--- src/rtl/dp_pkg.sv ---
// Shared definitions for the pipelined datapath: function-select codes,
// control-word field positions and the V/C/N/Z flag bundle.
package dp_pkg;

   typedef enum logic [3:0] {
      FS_TSA   = 4'h0,
      FS_INC   = 4'h1,
      FS_ADD   = 4'h2,
      FS_ADDC  = 4'h3,
      FS_ADDNB = 4'h4,
      FS_SUB   = 4'h5,
      FS_DEC   = 4'h6,
      FS_TSA2  = 4'h7,
      FS_AND   = 4'h8,
      FS_OR    = 4'h9,
      FS_XOR   = 4'hA,
      FS_NOTA  = 4'hB,
      FS_TSB   = 4'hC,
      FS_SHR   = 4'hD,
      FS_SHL   = 4'hE,
      FS_ZERO  = 4'hF
   } fs_e;

   typedef struct packed {
      logic v;
      logic c;
      logic n;
      logic z;
   } flags_t;

   // Control word is {DA, AA, BA, MB, FS[3:0], MD, RW}, MSB first
   localparam int unsigned CW_RW = 0;
   localparam int unsigned CW_MD = 1;
   localparam int unsigned CW_FS = 2;
   localparam int unsigned CW_MB = 6;
   localparam int unsigned CW_BA = 7;

   function automatic int unsigned cw_aa_lsb(input int unsigned aw);
      return 7 + aw;
   endfunction

   function automatic int unsigned cw_da_lsb(input int unsigned aw);
      return 7 + 2 * aw;
   endfunction

endpackage

--- src/rtl/funcunit_p.sv ---
// Combinational function unit: decodes FS, produces result F and V/C/N/Z.
module funcunit_p
   import dp_pkg::*;
#(
   parameter int unsigned W = 16
) (
   input  logic [W-1:0] a,
   input  logic [W-1:0] b,
   input  logic [3:0]   fs,
   output logic [W-1:0] f,
   output logic         v,
   output logic         c,
   output logic         n,
   output logic         z
);

   logic [W-1:0] bop;
   logic         cin;
   logic [W:0]   sum;

   // FS 0-7 share one adder; only the B-side operand and carry-in differ
   always_comb begin
      bop = '0;
      cin = 1'b0;
      case (fs_e'(fs))
         FS_INC:   cin = 1'b1;
         FS_ADD:   bop = b;
         FS_ADDC:  begin bop = b;  cin = 1'b1; end
         FS_ADDNB: bop = ~b;
         FS_SUB:   begin bop = ~b; cin = 1'b1; end
         FS_DEC:   bop = '1;
         default:  ;
      endcase
      sum = {1'b0, a} + {1'b0, bop} + {{W{1'b0}}, cin};
   end

   always_comb begin
      f = sum[W-1:0];
      c = sum[W];
      v = (a[W-1] == bop[W-1]) && (sum[W-1] != a[W-1]);
      if (fs[3]) begin
         c = 1'b0;
         v = 1'b0;
         case (fs_e'(fs))
            FS_AND:  f = a & b;
            FS_OR:   f = a | b;
            FS_XOR:  f = a ^ b;
            FS_NOTA: f = ~a;
            FS_TSB:  f = b;
            FS_SHR:  begin f = {1'b0, b[W-1:1]}; c = b[0]; end
            FS_SHL:  begin f = {b[W-2:0], 1'b0}; c = b[W-1]; end
            default: f = '0;
         endcase
      end
      n = f[W-1];
      z = (f == '0);
   end

endmodule

--- src/rtl/datapath_pipe.sv ---
// Two-stage datapath: OF reads the register file, EX computes and writes back.
// Control words arrive on a valid/ready handshake; loads wait for DIN_VALID.
module datapath_pipe
   import dp_pkg::*;
#(
   parameter  int unsigned W       = 16,
   parameter  int unsigned NREG    = 8,
   parameter  int unsigned FORWARD = 1,
   localparam int unsigned AW      = $clog2(NREG),
   localparam int unsigned CWW     = 3 * AW + 7
) (
   input  logic           CLK,
   input  logic           RESET,
   input  logic [CWW-1:0] CTRWRD,
   input  logic           CW_VALID,
   output logic           CW_READY,
   input  logic [W-1:0]   Cin,
   input  logic [W-1:0]   Din,
   input  logic           DIN_VALID,
   output logic           MEM_RD,
   output logic [W-1:0]   Adrout,
   output logic [W-1:0]   Dout,
   output logic           V,
   output logic           C,
   output logic           N,
   output logic           Z
);

   localparam int unsigned AA_LSB = cw_aa_lsb(AW);
   localparam int unsigned DA_LSB = cw_da_lsb(AW);

   logic [W-1:0]  regs_q [NREG];
   logic [W-1:0]  regs_d [NREG];
   logic          ex_valid_q, ex_valid_d;
   logic [W-1:0]  ex_a_q, ex_a_d;
   logic [W-1:0]  ex_b_q, ex_b_d;
   logic [AW-1:0] ex_da_q, ex_da_d;
   logic [3:0]    ex_fs_q, ex_fs_d;
   logic          ex_md_q, ex_md_d;
   logic          ex_rw_q, ex_rw_d;
   flags_t        flags_q, flags_d;

   logic [AW-1:0] of_da, of_aa, of_ba;
   logic [3:0]    of_fs;
   logic          of_mb, of_md, of_rw;
   logic [W-1:0]  fu_f, bus_d, op_a, op_b;
   logic          fu_v, fu_c, fu_n, fu_z;
   logic          retire, load_stall, raw_a, raw_b, accept;

   assign of_da = CTRWRD[DA_LSB +: AW];
   assign of_aa = CTRWRD[AA_LSB +: AW];
   assign of_ba = CTRWRD[CW_BA +: AW];
   assign of_mb = CTRWRD[CW_MB];
   assign of_fs = CTRWRD[CW_FS +: 4];
   assign of_md = CTRWRD[CW_MD];
   assign of_rw = CTRWRD[CW_RW];

   funcunit_p #(.W(W)) u_fu (
      .a  (ex_a_q),
      .b  (ex_b_q),
      .fs (ex_fs_q),
      .f  (fu_f),
      .v  (fu_v),
      .c  (fu_c),
      .n  (fu_n),
      .z  (fu_z)
   );

   assign bus_d      = ex_md_q ? Din : fu_f;
   assign retire     = ex_valid_q && (!ex_md_q || DIN_VALID);
   assign load_stall = ex_valid_q && ex_md_q && !DIN_VALID;
   assign raw_a      = ex_valid_q && ex_rw_q && (of_aa == ex_da_q);
   assign raw_b      = ex_valid_q && ex_rw_q && !of_mb && (of_ba == ex_da_q);

   // Without bypass, a hazard holds OF for the cycle the write-back lands
   assign CW_READY = !load_stall && ((FORWARD != 0) || !(raw_a || raw_b));
   assign accept   = CW_VALID && CW_READY;

   always_comb begin
      op_a = regs_q[of_aa];
      op_b = regs_q[of_ba];
      if (FORWARD != 0 && retire && raw_a) op_a = bus_d;
      if (FORWARD != 0 && retire && raw_b) op_b = bus_d;
      if (of_mb) op_b = Cin;
   end

   always_comb begin
      regs_d     = regs_q;
      flags_d    = flags_q;
      ex_valid_d = ex_valid_q;
      ex_a_d     = ex_a_q;
      ex_b_d     = ex_b_q;
      ex_da_d    = ex_da_q;
      ex_fs_d    = ex_fs_q;
      ex_md_d    = ex_md_q;
      ex_rw_d    = ex_rw_q;
      if (retire) begin
         flags_d = '{v: fu_v, c: fu_c, n: fu_n, z: fu_z};
         if (ex_rw_q) regs_d[ex_da_q] = bus_d;
      end
      if (accept) begin
         ex_valid_d = 1'b1;
         ex_a_d     = op_a;
         ex_b_d     = op_b;
         ex_da_d    = of_da;
         ex_fs_d    = of_fs;
         ex_md_d    = of_md;
         ex_rw_d    = of_rw;
      end else if (retire) begin
         ex_valid_d = 1'b0;
      end
   end

   always_ff @(posedge CLK or negedge RESET) begin
      if (!RESET) begin
         regs_q     <= '{default: '0};
         flags_q    <= '0;
         ex_valid_q <= 1'b0;
         ex_a_q     <= '0;
         ex_b_q     <= '0;
         ex_da_q    <= '0;
         ex_fs_q    <= '0;
         ex_md_q    <= 1'b0;
         ex_rw_q    <= 1'b0;
      end else begin
         regs_q     <= regs_d;
         flags_q    <= flags_d;
         ex_valid_q <= ex_valid_d;
         ex_a_q     <= ex_a_d;
         ex_b_q     <= ex_b_d;
         ex_da_q    <= ex_da_d;
         ex_fs_q    <= ex_fs_d;
         ex_md_q    <= ex_md_d;
         ex_rw_q    <= ex_rw_d;
      end
   end

   assign MEM_RD = ex_valid_q && ex_md_q;
   assign Adrout = ex_a_q;
   assign Dout   = ex_b_q;
   assign V      = flags_q.v;
   assign C      = flags_q.c;
   assign N      = flags_q.n;
   assign Z      = flags_q.z;

endmodule

--- config.mk ---
export PLATFORM = sky130hd
export DESIGN_NAME = datapath_pipe
export DESIGN_NICKNAME = d
export VERILOG_FILES = /design/src/rtl/dp_pkg.sv /design/src/rtl/funcunit_p.sv /design/src/rtl/datapath_pipe.sv
export SDC_FILE = /design/constraint.sdc
export NUM_CORES = 1
export LEC_CHECK = 0
export CAP_MARGIN = 0
export CORE_MARGIN = 8
export CORE_UTILIZATION = 54
export CTS_CLUSTER_SIZE = 24
export DETAILED_ROUTE_END_ITERATION = 6
export PLACE_DENSITY_LB_ADDON = 0.1
export SLEW_MARGIN = 0
export SYNTH_ARGS = -nofsm -noshare
export SYNTH_HDL_FRONTEND = slang
export SYNTH_SLANG_ARGS = --single-unit
--- constraint.sdc ---
create_clock -name CLK -period 4.46 [get_ports CLK]
set_clock_uncertainty 0.2 [all_clocks]
set_input_delay 0.892 -clock CLK [delete_from_list [all_inputs] [get_ports CLK]]
set_output_delay 0.892 -clock CLK [all_outputs]
set_load 0.01 [all_outputs]
==> results of run 1 <==
critical path, stage by stage (launching register included):
cell	delay, ns
dfrtp_1	0.64
inv_1	0.10
o21ai_0	0.17
buf_4	0.23
or2_2	0.16
inv_1	0.05
ha_1	0.30
a21oi_1	0.12
o221a_4	0.34
or3_1	0.41
nor2b_1	0.17
xnor2_1	0.22
a221oi_1	0.70
o21ai_0	0.23
layer usage:
layer	vias to the layer above	share of wire (%)	global-route usage, %
met5	-	0.029	0
met1	4937	42	37.1
met2	356	48	45.4
met3	89	5.9	3.54
met4	2	4.1	12.9
li1	4449	-	-
worst max-delay path by stage:
stage                     startpoint          end  slack [ns]  cells past startpoint
after floorplan           ex_fs_q[1]            Z        0.30                     16
after global placement    ex_fs_q[0]   Adrout[14]        0.43                     14
after detailed placement  ex_fs_q[2]      Dout[4]        0.34                     13
after CTS                 ex_fs_q[2]      Dout[4]        0.29                     13
after global routing      ex_fs_q[2]     Dout[14]       0.001                     14
final                     ex_fs_q[2]  regs_q[109]        0.24                     13
cell families (layout without fill, tap and decap cells):
group | after synthesis | in the layout | share of synthesized area (%)
fa+ha+maj | 49 | 49 | 5.21
mux | 228 | 228 | 26.7
buf+inv | 141 | 222 | 5.08
simple gates | 286 | 286 | 11.3
flops | 174 | 174 | 36.1
xor+xnor | 9 | 9 | 0.654
compound gates | 271 | 271 | 14.9
sequential cells by signal (all words and copies together), names as in the netlist:
name / count
regs_q: 128
N: 1
ex_rw_q: 1
Z: 1
V: 1
C: 1
ex_fs_q: 4
ex_valid_q: 1
ex_da_q: 3
Adrout: 16
ex_md_q: 1
Dout: 16
final cells by class:
class / count / area (sq um) / area share (%)
tap: 280 / 350 / 2.53
clock inverter: 13 / 128 / 0.921
inverter: 48 / 180 / 1.30
timing repair buffer: 142 / 1280 / 9.24
sequential: 174 / 4350 / 31.4
multi-input combinational: 843 / 7110 / 51.3
clock buffer: 19 / 453 / 3.27
through the flow:
stage | utilization (%) | setup slack (ns) | instance area [sq um]
6_report | 63.3 | 0.241 | 13900
5_1_grt | 63.3 | 0.00114 | 13900
4_1_cts | 63.3 | 0.294 | 13900
3_5_place_dp | 60.6 | 0.342 | 13300
3_3_place_gp | 60.6 | 0.426 | 13300
2_1_floorplan | - | 0.295 | 12000
power by group through the flow:
stage	Sequential (mW)	Clock (mW)	Combinational (mW)
after floorplan	2.70	0	2.53
after global placement	2.85	0	3.59
after detailed placement	2.90	0	3.64
after CTS	2.87	1.51	3.67
after global routing	2.98	1.57	4.03
final	2.90	1.50	3.70
cell usage in the layout (no fill, tap or decap), types with 5 or more instances in the layout:
| master | n |
|---|---|
| dfrtp_1 | 174 |
| nand3_1 | 28 |
| o211ai_1 | 23 |
| o21a_1 | 10 |
| nor2b_1 | 8 |
| a211oi_1 | 12 |
| inv_1 | 48 |
| a31oi_1 | 6 |
| mux2_2 | 96 |
| mux4_2 | 65 |
| nor3_1 | 13 |
| xnor2_1 | 9 |
| nand3b_1 | 6 |
| mux2i_1 | 67 |
| buf_4 | 53 |
| nor2_1 | 61 |
| and3_1 | 6 |
| clkbuf_16 | 17 |
| a32oi_1 | 6 |
| a21oi_1 | 52 |
| a211o_1 | 5 |
| nand2b_1 | 7 |
| clkdlybuf4s50_1 | 86 |
| ha_1 | 47 |
| a22oi_1 | 7 |
| nand2_1 | 120 |
| o22ai_1 | 10 |
| and2_1 | 6 |
| o21ai_0 | 83 |
==> flow_metrics.py, run 1 <==
metrics = {
    "status": {
        "status": "complete, no violations",
    },
    "clock_tree": {
        "clock_sinks": 174,
        "cts_setup_buffers": 0,
        "cts_resized": 0,
        "clk_path_buf_depth": 2,
        "path_clk_slew_ns": 0.08,
        "cts_hold_buf": 0,
        "h-tree-depth": 4,
        "cts_inserted_buffers": 17,
        "ctsRootBufferMaster": "clkbuf_16",
        "tritoncts": "yes",
        "clkLatencyLatePin_ns": 0.44,
    },
    "timing": {
        "slew_viol_final": 0,
        "fmax_ghz": 0.237,
        "hold_viol_final": 0,
        "tightestPinTransition_ns": 1.00,
        "fin_crit_sh_pct": 94.6,
        "relSlewSlack_pct": 32.9,
        "setup_violations": 0,
        "whs_ns": 0.254,
        "final.setup.tns_ns": 0,
        "fin_crit_ns": 4.22,
        "rsz0062_at_grt": "no",
    },
    "pwr": {
        "peakVddDrop_v": 0.000306,
        "p_per_area_mw_per_mm2": 584,
        "p_int_mw": 4.87,
        "p_sw_share_pct": 39.8,
        "p_clk_share_pct": 18.5,
        "pwr-share-seq_pct": 35.8,
        "p_comb_share_pct": 45.7,
        "leakagePower_nw": 6.02,
        "p_sw_mw": 3.22,
        "total_power_mw": 8.09,
    },
    "yosys": {
        "ys_types": 83,
        "async_flop_share_pct": 100,
        "synth_most_common_cell": "dfrtp_1",
        "synth_top_cell_by_area": "dfrtp_1",
        "synth_commonest_cells": "dfrtp_1 (174), nand2_1 (120), mux2_2 (96), o21ai_0 (83), mux2i_1 (67)",
        "synth_warnings": 0,
        "avgSynthCellArea_sq_um": 10.4,
        "ys_ff_latch": 174,
        "ys.flop_type": "dfrtp_1",
        "syn_nets": 1259,
        "ys_seq_area_share_pct": 36.1,
        "synth_area_leaders": "dfrtp_1 (36%), mux4_2 (12%), mux2_2 (9.0%), mux2i_1 (5.6%), ha_1 (4.9%)",
        "syn_inst": 1158,
        "synth_area_sq_mm": 0.0120,
        "synth_edf_count": 0,
        "synth_top_area_share_pct": 36.1,
    },
    "floorplan": {
        "die_w_microns": 165,
        "num_rows": 54,
        "core-area_sq_mm": 0.0219,
        "die_area_sq_mm": 0.0273,
        "die-height_microns": 165,
        "initial_core_util_pct": 55.0,
        "ios": 90,
    },
    "place": {
        "dp_hpwl_mm": 27.5,
        "dp_cells": 1487,
        "io_buffers": 89,
        "gp_congestion": 0.993,
    },
    "global_routing": {
        "grt_max_degree": 77,
        "grt_pass1_wl_mm": 58.1,
        "grtUsageTotal_pct": 28.0,
        "grt_overflow": 0,
        "grt_pass1_vias": 9843,
        "antenna_found_initial": 1,
    },
    "critical_path": {
        "timing.rr.end": "regs_q[109]",
        "cp-end-kind": "flop",
        "r2r_slack_ns": 0.24,
        "r2r-start": "ex_fs_q[2]",
        "reg2reg_depth": 13,
        "cp.arrival_ns": 4.29,
        "critPathRequiredTime_ns": 4.53,
        "path_class": "reg2reg",
        "critPathMaxFanout": 15,
        "startpoint_type": "flop",
    },
    "run": {
        "cap_violations": 0,
    },
    "detailed_routing": {
        "routed_via_density": 6.47,
        "first_iter_violations": 987,
        "drc": 0,
        "drt_first_pass_iters": 5,
        "ant_nets": 0,
        "wirelength_mm": 37.5,
        "routedWlPerCell_microns": 24.7,
        "vias": 9833,
    },
    "final_layout": {
        "antennaDiodeCount": 0,
        "fin_cells": 1519,
        "final_nets": 1327,
        "area_growth_pct": 15.0,
        "drive_above_1_share_pct": 22.0,
        "fillCellCount": 1822,
    },
    "worst_hold_path": {
        "hp-class": "in2async",
    },
}
Note: power is estimated with default switching activity, not from simulation.
==> inputs of run 2 (changes only) <==
- HOLD_SLACK_MARGIN: unset -> 0.1
- RECOVER_POWER: unset -> 50
==> flow_metrics.py, run 2 (synthesis gave the netlist of run 1 again) <==
metrics = {
    "detailed_routing": {
        "drt_first_pass_iters": 5,
        "route.met3.wl_mm": 2.43,
        "wirelength_mm": 37.5,
        "routedWlPerCell_microns": 24.7,
        "ant_nets": 0,
        "drc": 0,
        "routed_via_density": 6.46,
        "first_iter_violations": 988,
        "highest_layer": "met5",
        "vias": 9819,
        "dr_wl_met2_mm": 17.8,
        "drt-met1-wl_mm": 15.7,
    },
    "floorplan": {
        "num_rows": 54,
        "core-area_sq_mm": 0.0219,
        "die-height_microns": 165,
        "die_area_sq_mm": 0.0273,
        "initial_core_util_pct": 55.0,
        "die_w_microns": 165,
        "ios": 90,
    },
    "place": {
        "dp_hpwl_mm": 27.5,
        "io_buffers": 89,
        "dp_cells": 1487,
        "gp_congestion": 0.993,
    },
    "critical_path": {
        "path_cells": "inv_1 > o21ai_0 > buf_4 > or2_2 > inv_1 > ha_1 > a21oi_1 > o221a_4 > or3_1 > nor2b_1 > xnor2_1 > a221oi_1 > o21ai_0",
        "timing.rr.end": "regs_q[109]",
        "critPathSlowestCell": "a221oi_1",
        "critPathMaxFanout": 15,
        "cp.arrival_ns": 4.33,
        "startpoint_type": "flop",
        "cp-end-kind": "flop",
        "r2r_slack_ns": 0.20,
        "max_stage_delay_ns": 0.73,
        "reg2reg_depth": 13,
        "path_class": "reg2reg",
        "r2r-start": "ex_fs_q[2]",
        "critPathRequiredTime_ns": 4.53,
    },
    "timing": {
        "slew_viol_final": 77,
        "tightestPinTransition_ns": 2.01,
        "whs_ns": 0.287,
        "fin_crit_sh_pct": 95.5,
        "hold_viol_final": 0,
        "relSlewSlack_pct": -34.3,
        "fmax_ghz": 0.235,
        "rsz0062_at_grt": "no",
        "final.setup.tns_ns": 0,
        "fin_crit_ns": 4.26,
        "setup_violations": 0,
    },
    "worst_hold_path": {
        "hold_start": "C",
        "hp-class": "reg2reg",
        "whs_endpoint": "C",
        "hold_path_depth": 2,
    },
    "pwr": {
        "p_per_area_mw_per_mm2": 583,
        "p_int_mw": 4.85,
        "p_sw_share_pct": 39.8,
        "p_comb_share_pct": 45.6,
        "peakVddDrop_v": 0.000300,
        "pwr-share-seq_pct": 35.9,
        "p_sw_mw": 3.21,
        "leakagePower_nw": 6.03,
        "p_clk_share_pct": 18.5,
    },
    "clock_tree": {
        "h-tree-depth": 4,
        "ctsRootBufferMaster": "clkbuf_16",
        "cts_inserted_buffers": 17,
        "clkLatencyLatePin_ns": 0.43,
        "path_clk_slew_ns": 0.08,
        "clock_sinks": 174,
        "cts_hold_buf": 0,
        "clk_path_buf_depth": 2,
        "tritoncts": "yes",
    },
    "status": {
        "status": "complete, but fails checks",
        "violations": "capacitance limit, slew limit",
    },
    "global_routing": {
        "grt_pass1_vias": 9843,
        "grtUsageTotal_pct": 28.0,
        "grt_pass1_wl_mm": 58.1,
        "grt_overflow": 0,
        "grt_max_degree": 77,
        "antenna_found_initial": 1,
    },
    "final_layout": {
        "drive_above_1_share_pct": 21.7,
        "final_common_cell": "dfrtp_1",
        "final_nets": 1327,
        "antennaDiodeCount": 0,
        "fin_cells": 1519,
        "top_register": "regs_q",
        "fillCellCount": 1824,
        "regArea_sq_mm": 0.00435,
        "multiInputGateArea_sq_mm": 0.00711,
        "area_growth_pct": 14.9,
        "largest_reg_flops": 128,
        "final_cell_mix": "dfrtp_1 (174), nand2_1 (120), mux2_2 (96)",
    },
    "run": {
        "cap_violations": 2,
    },
}
[run 2: changes by cell type in the layout (fill, tap and decap cells not counted), sizes merged]
cell           previous run  this run
buf                      56        51
clkbuf                   19        24
clkdlybuf4s50            86        74
dlygate4sd3               0        12
[run 2: metal layers]
metal | track usage (%) | vias up
li1 | - | 4455
met2 | 45.4 | 397
met3 | 3.54 | 84
met4 | 12.9 | 2
met1 | 37.1 | 4881
met5 | 0 | -
[run 2: per-stage QoR]
step,setup slack (ns),util [%],power (mW),instance area (sq um)
3_5_place_dp,0.342,60.6,6.54,13300
6_report,0.199,63.2,8.06,13800
4_1_cts,0.294,63.3,8.05,13900
3_3_place_gp,0.426,60.6,6.44,13300
5_1_grt,0.00114,63.2,8.57,13800
2_1_floorplan,0.295,-,5.23,12000
[run 2: layout make-up]
class	count	share of cell area [%]
Clock inverter	13	0.922
Clock buffer	19	3.27
Sequential cell	174	31.5
Multi-Input combinational cell	843	51.4
Tap cell	280	2.53
Inverter	48	1.30
Timing Repair Buffer	142	9.10
[run 2: power groups by stage]
stage	Sequential, mW	Clock, mW	Combinational (mW)
after floorplan	2.70	0	2.53
after global placement	2.85	0	3.59
after detailed placement	2.90	0	3.64
after CTS	2.87	1.51	3.67
after global routing	2.98	1.57	4.02
final	2.89	1.49	3.68
[run 2: what timing repair did]
item / in CTS / in global routing
endpoints found under the setup margin: 0 / 1
buffers inserted: 0 / 0
resized for setup: 0 / 1
[run 2: worst max path at each step]
stage          slack [ns]  cells past startpoint        from     endpoint
2_1_floorplan        0.30                     16  ex_fs_q[1]            Z
3_3_place_gp         0.43                     14  ex_fs_q[0]   Adrout[14]
3_5_place_dp         0.34                     13  ex_fs_q[2]      Dout[4]
4_1_cts              0.29                     13  ex_fs_q[2]      Dout[4]
5_1_grt             0.001                     14  ex_fs_q[2]     Dout[14]
6_report             0.20                     13  ex_fs_q[2]  regs_q[109]
[run 2: worst max-delay path, delay by kind of cell, from the launching register on]
family | cells | cell delay [ns]
buf+inv | 3 | 0.38
compound gates | 5 | 1.59
simple gates | 3 | 0.74
xor+xnor | 1 | 0.22
flops | 1 | 0.64
fa+ha+maj | 1 | 0.30
